[config.mk]
export PLATFORM = sky130hd
export DESIGN_NAME = fetch_pc_sequencer
export DESIGN_NICKNAME = d
export VERILOG_FILES = /design/src/rtl/fetch_pc_sequencer.sv
export SDC_FILE = /design/constraint.sdc
export NUM_CORES = 1
export LEC_CHECK = 0
export CAP_MARGIN = 20
export CORE_ASPECT_RATIO = 1.5
export CORE_MARGIN = 5
export CORE_UTILIZATION = 54
export CTS_BUF_LIST = sky130_fd_sc_hd__clkbuf_16
export CTS_CLUSTER_SIZE = 16
export DETAILED_ROUTE_END_ITERATION = 12
export PLACE_DENSITY_LB_ADDON = 0.25
export SYNTH_ARGS = -nofsm -noshare
export SYNTH_HDL_FRONTEND = slang
export SYNTH_SLANG_ARGS = --single-unit
export TNS_END_PERCENT = 1
[constraint.sdc]
create_clock -name clk -period 8.2 [get_ports clk]
set_clock_uncertainty 0.15 [all_clocks]
set_input_delay 1.64 -clock clk [delete_from_list [all_inputs] [get_ports clk]]
set_output_delay 1.64 -clock clk [all_outputs]
set_load 0.005 [all_outputs]
[src/rtl/fetch_pc_sequencer.sv]
// fetch_pc_sequencer
//   Owns the fetch PC, issues in-order instruction-memory requests under a
//   credit limit, buffers returning instructions for decode, and kills
//   in-flight fetches on a redirect using an explicit kill count.
//
// Ports
//   clk, rst            clock, asynchronous active-low reset
//   redirectValid/Pc    one-cycle flush and restart at redirectPc
//   predTaken/predPc    BTB prediction for the current pcOut
//   pcOut               current fetch PC
//   imemReq*            request channel (valid/ready, address = pcOut)
//   imemResp*           in-order response channel, no backpressure
//   fetch*              head of the response buffer toward decode
module fetch_pc_sequencer #(
  parameter int                    ADDR_WIDTH = 32,
  parameter int                    INSN_WIDTH = 32,
  parameter int                    DEPTH      = 2,
  parameter logic [ADDR_WIDTH-1:0] RESET_PC   = '0
) (
  input  logic                  clk,
  input  logic                  rst,
  input  logic                  redirectValid,
  input  logic [ADDR_WIDTH-1:0] redirectPc,
  input  logic                  predTaken,
  input  logic [ADDR_WIDTH-1:0] predPc,
  output logic [ADDR_WIDTH-1:0] pcOut,
  output logic                  imemReqValid,
  input  logic                  imemReqReady,
  output logic [ADDR_WIDTH-1:0] imemReqAddr,
  input  logic                  imemRespValid,
  input  logic [INSN_WIDTH-1:0] imemRespData,
  output logic                  fetchValid,
  output logic [ADDR_WIDTH-1:0] fetchPc,
  output logic [INSN_WIDTH-1:0] fetchInsn,
  input  logic                  fetchReady
);

  localparam int CW = $clog2(DEPTH + 1);
  localparam int PW = $clog2(DEPTH);

  typedef enum logic [0:0] {FETCH, DRAIN} state_t;

  typedef struct packed {
    logic [ADDR_WIDTH-1:0] pc;
    logic [INSN_WIDTH-1:0] insn;
  } fetch_entry_t;

  state_t                             state;
  logic [ADDR_WIDTH-1:0]              pc;
  logic [CW-1:0]                      outstanding, kill_count, buf_count;
  logic [PW-1:0]                      aq_wr, aq_rd, rb_wr, rb_rd;
  logic [DEPTH-1:0][ADDR_WIDTH-1:0]   aq;
  fetch_entry_t [DEPTH-1:0]           rb;

  logic          credit, issue, resp, killed, push, pop;
  logic [CW-1:0] kill_next;

  // Outstanding plus buffered never exceeds DEPTH, so every response has a slot.
  assign credit = ({1'b0, outstanding} + {1'b0, buf_count}) < (CW+1)'(DEPTH);

  assign pcOut        = pc;
  assign imemReqAddr  = pc;
  // Reset state is FETCH with full credit, so gate explicitly while in reset.
  assign imemReqValid = rst && (state == FETCH) && credit && !redirectValid;
  assign fetchValid   = rst && (buf_count != '0);
  assign fetchPc      = rb[rb_rd].pc;
  assign fetchInsn    = rb[rb_rd].insn;

  assign issue  = imemReqValid && imemReqReady;
  // A stray response with nothing outstanding is ignored so counters cannot wrap.
  assign resp   = imemRespValid && (outstanding != '0);
  assign killed = resp && (kill_count != '0);
  // A redirect also discards a same-cycle response that would have been buffered.
  assign push   = resp && !killed && !redirectValid;
  assign pop    = fetchValid && fetchReady;

  // Every request still unreturned after this cycle belongs to the old stream.
  // Already-killed ones are part of that total, so re-redirects never double count.
  assign kill_next = outstanding - CW'(resp);

  always_ff @(posedge clk or negedge rst) begin
    if (!rst) begin
      state       <= FETCH;
      pc          <= RESET_PC;
      outstanding <= '0;
      kill_count  <= '0;
      buf_count   <= '0;
      aq_wr       <= '0;
      aq_rd       <= '0;
      rb_wr       <= '0;
      rb_rd       <= '0;
    end else begin
      outstanding <= outstanding + CW'(issue) - CW'(resp);
      if (issue) aq_wr <= aq_wr + PW'(1);
      if (resp)  aq_rd <= aq_rd + PW'(1);

      if (redirectValid) begin
        // Retarget even when redirectPc == pc; the kill count does the flushing.
        pc         <= redirectPc;
        kill_count <= kill_next;
        state      <= (kill_next != '0) ? DRAIN : FETCH;
        buf_count  <= '0;
        rb_wr      <= '0;
        rb_rd      <= '0;
      end else begin
        if (issue) pc <= predTaken ? predPc : pc + ADDR_WIDTH'(4);
        if (killed) begin
          kill_count <= kill_count - CW'(1);
          if (kill_count == CW'(1)) state <= FETCH;
        end
        if (push) rb_wr <= rb_wr + PW'(1);
        if (pop)  rb_rd <= rb_rd + PW'(1);
        buf_count <= buf_count + CW'(push) - CW'(pop);
      end
    end
  end

  // Storage only; validity is tracked by the pointers and counters above.
  always_ff @(posedge clk) begin
    if (issue) aq[aq_wr] <= pc;
    if (push)  rb[rb_wr] <= {aq[aq_rd], imemRespData};
  end

  a_resp_without_request: assert property (
    @(posedge clk) disable iff (!rst) imemRespValid |-> (outstanding != '0));

  a_push_full_buffer: assert property (
    @(posedge clk) disable iff (!rst) push |-> (buf_count != CW'(DEPTH)));

endmodule

* Word-level counts from Yosys, hierarchy flattened *
Cells that the tools add are included.

storage, ports and cells
  register bits after elaboration = 235
  bits of input ports = 103
  output and inout port bits = 130
  word-level logic and storage cells = 84

cells by class
  add/sub/neg operators = 12
  magnitude comparators = 7
  equal/unequal tests = 1
  muxes and demuxes = 24
  bitwise logic cells = 1
  reductions and logical operators = 24

operators by type and width
  operator               number
  $mux 32                6
  $mux 64                3
  $bwmux 128             1
  $bwmux 64              1
  $demux 64 s1           1
  $add 32x3->32 const B  1
  $demux 32 s1           1
  $reduce_bool 2->1      9
  $logic_and 1x1->1      12
  $lt 1x2->1 const B     4
  $mux 1                 8
  $mux 2                 3
  $sub 2x1->2            3
  $add 1x1->1 const B    4
  $add 2x1->2            2
  $add 2x2->3            1
  $lt 3x2->1 const B     1
  $eq 2x1->1 const B     1
  $ge 1x1->1 const B     2
  $logic_not 1->1        2
  $reduce_and 2->1       1
  $sub 2x1->2 const B    1
  $not 1->1              1

* Longest topological paths before layout *
Gate-level depths: netlist of run 1.

  word-level depth = 9
  mapped depth = 10
  mapped depth without buffers = 9

* Worst setup path after synthesis of run 1 *
No wires, ideal clock.

  path kind = input -> register
  start point = input port redirectValid
  end point = register rb[0] in the netlist's numbering (enable)
  setup time = 0.487 ns
  arrival = 5.322 ns
  data required time = 7.563 ns
  slack = 2.241 ns
  stages = 6
  buffers on the path = 3
  path through = clkbuf_1 > inv_1 > clkbuf_1 > clkbuf_1 > nand3_1 > nor2_1

on the way
  word-level cells in the longest chain between the ends = 2

RTL lines
  what                            line  text
  start: declaration              22    input logic redirectValid,
  $logic_not 1->1                 74    assign push = resp && !killed && !redirectValid;
  $logic_and 1x1->1               74
  end signal: indexed assignment  121   if (push) rb[rb_wr] <= {aq[aq_rd], imemRespData};
  end: declaration                53    fetch_entry_t [DEPTH-1:0] rb;

No other way between the ends.
A chain may end at the register's enable or synchronous reset.

* Worst setup path in the final report of run 1 *
  start point = input port redirectValid
  end point = output port imemReqValid

on the way
  word-level cells in the longest chain between the ends = 2

RTL lines
  what               line  text
  $logic_not 1->1    64    assign imemReqValid = rst && (state == FETCH) && credit && !redirectValid;
  $logic_and 1x1->1  64
  end: declaration   27    output logic imemReqValid,

No other way between the ends.

==> results of run 1 <==
==> cell type report <==
type                            count  area, um^2  area share
Clock inverter                     16         120     0.00915
Timing Repair Buffer              241        2380       0.182
Tap cell                          252         315      0.0240
Multi-Input combinational cell    377        2890       0.220
Inverter                           14        52.6     0.00400
Sequential cell                   235        6840       0.521
Clock buffer                       21         526      0.0400
==> flip-flops by register name (all words and copies together), names as in the netlist <==
register and cells:
rb 128, aq 64, imemReqAddr 32, buf_count 2, kill_count 2, outstanding 2
aq_rd 1, aq_wr 1, rb_rd 1, rb_wr 1, state 1
==> cells by family (layout without fill, tap and decap cells) <==
group | count (synthesis) | in the layout | synth area share
flip-flops | 235 | 235 | 0.676
AND/OR/NAND/NOR | 124 | 124 | 0.0688
buffers and inverters | 77 | 292 | 0.0406
adder cells (fa/ha/maj) | 9 | 9 | 0.0119
AO/OA/AOI/OAI | 135 | 135 | 0.0839
multiplexers | 99 | 99 | 0.110
XOR/XNOR | 10 | 10 | 0.00866
==> where the power goes <==
group	internal, mW	switching [mW]
logic	0.368	0.282
clock network	0.528	0.403
registers	1.42	0.117
==> worst max-delay path, cell delays in order <==
cell	delay [ps]
clkdlybuf4s50_1	420
buf_4	260
inv_1	750
and2_1	290
clkdlybuf4s50_1	520
==> path summary, 6_finish.rpt <==
path | depth (start not counted) | startpoint | to | slack (ps)
max | 5 | redirectValid | imemReqValid | 2520
min | 1 | aq[31]$_DFFE_PP_ | rb[63]$_DFFE_PP_ | 400
max reg2reg | 5 | buf_count[0]$_DFF_PN0_ | aq[18]$_DFFE_PP_ | 5010
min reg2reg | 1 | aq[31]$_DFFE_PP_ | rb[63]$_DFFE_PP_ | 400
max in group asynchronous | 2 | rst | imemReqAddr[23]$_DFFE_PN0P_ | 6390
min in group asynchronous | 2 | rst | imemReqAddr[16]$_DFFE_PN0P_ | 1090
==> metrics by stage <==
| stage | util | area (um^2) | hold WS (ps) |
|---|---|---|---|
| floorplan | - | 10100 | 311 |
| global placement | 0.676 | 12500 | 390 |
| detailed placement | 0.676 | 12500 | 389 |
| CTS | 0.711 | 13100 | 398 |
| global route | 0.711 | 13100 | 428 |
| finish | 0.711 | 13100 | 398 |
==> cell usage after synthesis, drive strengths merged (6+ instances only) <==
| master | number | area [um^2] |
|---|---|---|
| o22ai | 11 | 68.8 |
| nor3 | 6 | 30.0 |
| a21oi | 44 | 220 |
| nand4 | 9 | 71.3 |
| xnor2 | 9 | 78.8 |
| nand3 | 17 | 103 |
| inv | 14 | 52.6 |
| dfrtp | 43 | 1080 |
| nor2 | 28 | 115 |
| ha | 8 | 100 |
| buf | 36 | 256 |
| clkbuf | 27 | 101 |
| nand2 | 30 | 113 |
| o21ai | 30 | 150 |
| or3 | 6 | 37.5 |
| mux2 | 96 | 1080 |
| edfxtp | 192 | 5770 |
==> metal layers <==
layer  wire [um]  vias up  share of wire
met5           0        -              0
met4         526        0          0.022
met3        1670       52          0.069
met2       12800      311           0.53
met1        9070     3279           0.38
li1            -     3003              -
==> metrics.md, run 1 <==
| Metric | Value |
|---|---|
| Ys flop type | edfxtp_1 |
| Setup violators final | 0 |
| Static leakage | 4.51 nW |
| # Max-Cap Violations | 0 |
| Ys Warns | 0 |
| Final worst-path cycle share | 0.693 |
| Final #Nets | 1002 |
| Worst Setup End Kind | primary output |
| Max Clock Freq | 176 MHz |
| Placed Cells | 1119 |
| Initial Utilization | 0.548 |
| Post-synth cell types | 66 |
| Synthesized area per cell | 14.7 um^2 |
| Final WS setup | 2520 ps |
| Gpl congestion | 0.884 |
| Clock sink count | 235 |
| GRT busiest layer | met2 |
| I/O pin count | 233 |
| Routed Antenna Nets | 0 |
| Row cnt | 61 |
| Reg clk slew, reported paths | 60 ps |
| GRT Util Overall | 0.220 |
| Diodes inserted | 0 |
| Drt wl/cell | 20.8 um |
| Area added between synthesis and finish | 29.8% |
| Startpoint types | input port |
| CTS H-tree lvls | 1 |
| Clock Path Buffers | 3 |
| RSZ-0062 raised after global routing | false |
| Initial detailed-routing violation count | 435 |
| Buffers on Ports | 232 |
| Num CTS Buffers | 21 |
| Die height | 178 um |
| Mapped Cells | 689 |
| Commonest non-fill, non-tap cell in the layout | clkdlybuf4s50_1 |
| Min Tclk post-route | 5680 ps |
| DR pass1 iterations | 5 |
| M2 GR Usage | 0.401 |
| VDD IR max | 0.000166 V |
| Filler instances | 1293 |
| Syn nets | 801 |
| Max-slew headroom at the worst pin | 0.333 |
| Core outline area | 18500 um^2 |
| Drt via density | 5.75 |
| Setup TNS | 0 ps |
| Number of global-route vias before repair | 6983 |
| EDFF count, synth | 192 |
| Final WL | 24.0 mm |
| Hold crit path type | reg2reg |
| Slew Viols, Final | 0 |
| Total setup buffers inserted after CTS | 0 |
| Critical path data required time | 6410 ps |
| Power per cell area | 238 nW/um^2 |
| Met1 Use GR | 0.268 |
| Hold buffer count at CTS | 0 |
| Clk_lat worst skew | 490 ps |
| Measured slew at the worst slew-check pin | 993 ps |
| Data arrival time of the worst path | 3890 ps |
| Outcome | complete, no violations |
| Root Buffer | clkbuf_16 |
| Met3 usage | 0.0370 |
| #FFs+latches synth | 235 |
| Initial antenna violation count | 0 |
| Post-synthesis sequential area ratio | 0.676 |
| First-pass GRT wire length | 37.2 mm |
| Final HPWL DP | 16.5 mm |
| CTS tree | built |
| # resized after CTS | 0 |
| CP Class | in2out |
| Pwr Total | 3.12 mW |
| Die ar. | 21600 um^2 |
| Chip Width | 122 um |
| Asr flop ratio synth | 0.183 |
| Most frequent cells in the layout | 231 x clkdlybuf4s50_1, 192 x edfxtp_1, 96 x mux2_2 |
| Dpl ws | 2540 ps |
| Worst Path Max Fanout | 37 |
| Routed vias | 6645 |
| Layout cells sized above 1 | 0.166 |
| Global route total overflow | 0 |
| Residual DRC | 0 |
| Hold Violations, Final | 0 |
| Synthesized area | 10100 um^2 |
| Pin count of the biggest net entering global routing | 65 |
| Finished Layout Cells | 1156 |
Power figures use the tool's default switching activity.
==> inputs of run 2 (changes only) <==
--- a/config.mk
+++ b/config.mk
@@ -8,7 +8,7 @@
 export CAP_MARGIN = 20
 export CORE_ASPECT_RATIO = 1.5
 export CORE_MARGIN = 5
-export CORE_UTILIZATION = 54
+export CORE_UTILIZATION = 50
 export CTS_BUF_LIST = sky130_fd_sc_hd__clkbuf_16
 export CTS_CLUSTER_SIZE = 16
 export DETAILED_ROUTE_END_ITERATION = 12
==> constraint.sdc (replaced) <==
create_clock -name clk -period 5.8 [get_ports clk]
set_clock_uncertainty 0.15 [all_clocks]
set_input_delay 1.16 -clock clk [delete_from_list [all_inputs] [get_ports clk]]
set_output_delay 1.16 -clock clk [all_outputs]
set_load 0.005 [all_outputs]
==> metrics.md, run 2 (synthesized netlist as in run 1, its figures left out) <==
| Metric | Value |
|---|---|
| Outcome | complete, no violations |
| Data arrival time of the worst path | 3010 ps |
| Most frequent cells in the layout | 231 x clkdlybuf4s50_1, 192 x edfxtp_1, 96 x mux2_2 |
| Final WL | 24.6 mm |
| First-pass GRT wire length | 38.6 mm |
| Filler instances | 1441 |
| Final worst-path cycle share | 0.745 |
| Drt via density | 5.61 |
| Global route total overflow | 0 |
| Hold Violations, Final | 0 |
| Num CTS Buffers | 21 |
| Hold crit path type | reg2reg |
| Setup TNS | 0 ps |
| Final HPWL DP | 17.2 mm |
| Initial antenna violation count | 1 |
| Final WS setup | 1480 ps |
| Int Power | 3.28 mW |
| Max Clock Freq | 231 MHz |
| Sw Ratio | 0.258 |
| Routed vias | 6541 |
| Psw | 1.14 mW |
| Row cnt | 63 |
| Layout cells sized above 1 | 0.169 |
| VDD IR max | 0.000224 V |
| Startpoint types | input port |
| CTS tree | built |
| Drt wl/cell | 21.1 um |
| Buffers on Ports | 232 |
| DR pass1 iterations | 5 |
| Clock Path Buffers | 3 |
| Clock Power Share | 0.300 |
| Die ar. | 23200 um^2 |
| Finished Layout Cells | 1166 |
| Hold Slack | 406 ps |
| Final #Nets | 1002 |
| Min Tclk post-route | 4320 ps |
| Total setup buffers inserted after CTS | 0 |
| Root Buffer | clkbuf_16 |
| CP Class | in2out |
| Pin count of the biggest net entering global routing | 65 |
| Sequential power share | 0.502 |
| # resized after CTS | 0 |
| GRT Util Overall | 0.208 |
| Slew Viols, Final | 0 |
| Worst Setup End Kind | primary output |
| Worst Path Max Fanout | 37 |
| Dpl ws | 1480 ps |
| Area added between synthesis and finish | 30.1% |
| Reg with most FFs | rb |
| Measured slew at the worst slew-check pin | 1010 ps |
| Initial detailed-routing violation count | 436 |
| Chip Width | 126 um |
| Clk_lat worst skew | 500 ps |
| Comb pwr share | 0.199 |
| # Max-Cap Violations | 0 |
| Clock sink count | 235 |
| Number of global-route vias before repair | 6873 |
| Pwr Total | 4.42 mW |
| Hold buffer count at CTS | 0 |
| Die height | 184 um |
| Setup violators final | 0 |
| Commonest non-fill, non-tap cell in the layout | clkdlybuf4s50_1 |
| Critical path data required time | 4490 ps |
| Max-slew headroom at the worst pin | 0.327 |
| Gpl congestion | 0.859 |
| Core outline area | 19900 um^2 |
| I/O pin count | 233 |
| CTS H-tree lvls | 1 |
| Static leakage | 4.52 nW |
| RSZ-0062 raised after global routing | false |
| Placed Cells | 1127 |
| Max reg flops | 128 |
| Initial Utilization | 0.509 |
| Reg clk slew, reported paths | 60 ps |
| Power per cell area | 336 nW/um^2 |
| Routed Antenna Nets | 0 |
| Residual DRC | 0 |
## run 2: stage by stage
stage	utilization	area [um^2]
CTS	0.662	13200
finish	0.662	13200
global route	0.662	13200
detailed placement	0.629	12500
floorplan	-	10100
global placement	0.629	12500
## run 2: metal layers
metal / share of wire / vias up / GRT usage
li1: - / 3009 / -
met1: 0.39 / 3231 / 0.261
met2: 0.53 / 266 / 0.377
met3: 0.060 / 35 / 0.0325
met4: 0.021 / 0 / 0.0554
met5: 0 / - / 0
## run 2: critical path, cell delays in order
cell,delay [ps]
clkdlybuf4s50_1,470
buf_4,380
inv_1,80
buf_4,250
and2_1,210
clkdlybuf4s50_1,450
## run 2: worst paths after layout
kind	start	end	slack [ps]	depth (start not counted)
min in group asynchronous	rst	imemReqAddr[18]$_DFFE_PN0P_	680	2
max reg2reg	outstanding[0]$_DFF_PN0_	aq[16]$_DFFE_PP_	2570	5
min reg2reg	rb_rd$_DFFE_PN0P_	rb_rd$_DFFE_PN0P_	410	2
max	redirectValid	imemReqValid	1480	6
min	rb_rd$_DFFE_PN0P_	rb_rd$_DFFE_PN0P_	410	2
max in group asynchronous	rst	rb_rd$_DFFE_PN0P_	4370	2
## run 2: cell type report
class                   count  area, um^2  share of cell area
multi-input cells         377        2890               0.220
repair buffers            241        2380               0.181
clock buffers              21         526              0.0399
flip-flops and latches    235        6840               0.520
clock inverters            17         130             0.00989
well taps                 260         325              0.0247
inverters                  14        52.6             0.00399
diodes                      1        2.50            0.000190
## run 2: power groups by stage
stage	combinational [mW]	sequential [mW]	clock, mW
floorplan	0.525	2.15	0
global placement	0.862	2.25	0
detailed placement	0.883	2.26	0
CTS	0.892	2.22	1.35
global route	0.954	2.24	1.42
finish	0.879	2.22	1.32
==> inputs of run 3 (changes only) <==
==> constraint.sdc (replaced) <==
create_clock -name clk -period 4.46 [get_ports clk]
set_clock_uncertainty 0.15 [all_clocks]
set_input_delay 0.892 -clock clk [delete_from_list [all_inputs] [get_ports clk]]
set_output_delay 0.892 -clock clk [all_outputs]
set_load 0.005 [all_outputs]
==> metrics.md, run 3 (synthesized netlist as in run 1, its figures left out) <==
| Metric | Value |
|---|---|
| Measured slew at the worst slew-check pin | 953 ps |
| Layout Utilization | 0.669 |
| Hold Slack | 398 ps |
| Clk_lat worst skew | 510 ps |
| Hold crit path type | reg2reg |
| # Max-Cap Violations | 0 |
| Worst path most repeated cell | and2_1 |
| Crit path buf inv count | 1 |
| Chip Width | 126 um |
| Root Buffer | clkbuf_16 |
| Clock Power Share | 0.316 |
| Gpl congestion | 0.847 |
| Setup TNS | 0 ps |
| Data arrival time of the worst path | 2820 ps |
| Die height | 184 um |
| Psw | 1.52 mW |
| Setup violators final | 0 |
| RSZ-0062 raised after global routing | false |
| CTS H-tree lvls | 1 |
| Row cnt | 63 |
| Worst Path Max Fanout | 7 |
| Startpoint types | flop |
| I/O pin count | 233 |
| Routed Antenna Nets | 0 |
| Crit-path slowest cell | clkdlybuf4s50_1 |
| Min Tclk post-route | 3860 ps |
| Most frequent cells in the layout | 231 x clkdlybuf4s50_1, 192 x edfxtp_1, 96 x mux2_2 |
| Outcome | complete, no violations |
| Power per cell area | 445 nW/um^2 |
| # resized after CTS | 0 |
| Initial Utilization | 0.509 |
| VDD IR max | 0.000341 V |
| Hold buffer count at CTS | 0 |
| CP cell instances | and2_1 > fa_1 > nor4b_4 > and2_1 > clkdlybuf4s50_1 |
| Final #Nets | 1008 |
| Routed vias | 6669 |
| Int Power | 4.39 mW |
| Diodes inserted | 0 |
| Reg with most FFs | rb |
| Max reg flops | 128 |
| Slew Viols, Final | 0 |
| CP peak stage delay | 510 ps |
| Total setup buffers inserted after CTS | 0 |
| Die ar. | 23200 um^2 |
| Initial antenna violation count | 0 |
| Number of global-route vias before repair | 7018 |
| Sw Ratio | 0.258 |
| Area added between synthesis and finish | 31.4% |
| Global route total overflow | 0 |
| Max-slew headroom at the worst pin | 0.363 |
| Hold Violations, Final | 0 |
| DR pass1 iterations | 5 |
| Max Clock Freq | 259 MHz |
| Drt wl/cell | 20.8 um |
| Final HPWL DP | 17.4 mm |
| Buffers on Ports | 232 |
| Residual DRC | 0 |
| Final WL | 24.3 mm |
| Commonest non-fill, non-tap cell in the layout | clkdlybuf4s50_1 |
| Core outline area | 19900 um^2 |
| Clock Path Buffers | 3 |
| Layout cells sized above 1 | 0.177 |
| Pin count of the biggest net entering global routing | 45 |
| Drt via density | 5.69 |
| Initial detailed-routing violation count | 533 |
| Reg clk slew, reported paths | 60 ps |
| Clock sink count | 235 |
| GRT Util Overall | 0.206 |
| Critical path's top delay family | simple AND/OR/NAND/NOR gates |
| Critical path data required time | 3420 ps |
| CTS tree | built |
| Sequential power share | 0.489 |
| Final worst-path cycle share | 0.866 |
| Num CTS Buffers | 22 |
| Comb pwr share | 0.195 |
| Pwr Total | 5.91 mW |
| Worst Setup End Kind | primary output |
| CP Class | reg2out |
| First-pass GRT wire length | 38.2 mm |
| Static leakage | 4.57 nW |
## run 3: cell count changes in the layout (fill, tap and decap cells not counted), sizes merged
cell      before  now
clkinvlp       0    2
diode          1    0
clkbuf        21   24
buf           10   15
inv           23   20
## run 3: power groups by stage
stage	combinational, mW	sequential (mW)	clock (mW)
final	1.15	2.89	1.87
after global routing	1.24	2.92	2.00
after global placement	1.12	2.92	0
after floorplan	0.683	2.80	0
after detailed placement	1.15	2.94	0
after CTS	1.16	2.90	1.90
## run 3: final timing paths
path,start,end,slack [ps],cells after the start
max in group asynchronous,rst,rb_rd$_DFFE_PN0P_,3280,2
min reg2reg,aq[55]$_DFFE_PP_,rb[119]$_DFFE_PP_,400,1
max reg2reg,outstanding[0]$_DFF_PN0_,aq[18]$_DFFE_PP_,1290,5
min,aq[55]$_DFFE_PP_,rb[119]$_DFFE_PP_,400,1
max,outstanding[0]$_DFF_PN0_,imemReqValid,600,5
min in group asynchronous,rst,imemReqAddr[19]$_DFFE_PN0P_,440,2
## run 3: area by class of cell
| class | instances | area (um^2) |
|---|---|---|
| clock buffer | 24 | 601 |
| timing repair buffer | 246 | 2430 |
| fill | 1456 | 6580 |
| inverter | 14 | 52.6 |
| sequential | 235 | 6840 |
| clock inverter | 16 | 139 |
| tap | 260 | 325 |
| multi-input combinational | 377 | 2890 |
## run 3: per-layer routing
layer  vias to the layer above  track usage  share of wire
met3                        54       0.0336          0.073
li1                       3018            -              -
met5                         -            0              0
met4                         0       0.0683          0.029
met2                       321        0.369           0.52
met1                      3276        0.254           0.38
## run 3: stage by stage
step           setup slack (ps)  area (um^2)  std cells
2_1_floorplan              -751        10100        689
3_3_place_gp               1010        12500       1132
3_5_place_dp                992        12500       1132
4_1_cts                     590        13300       1172
5_1_grt                     508        13300       1172
6_report                    596        13300       1172
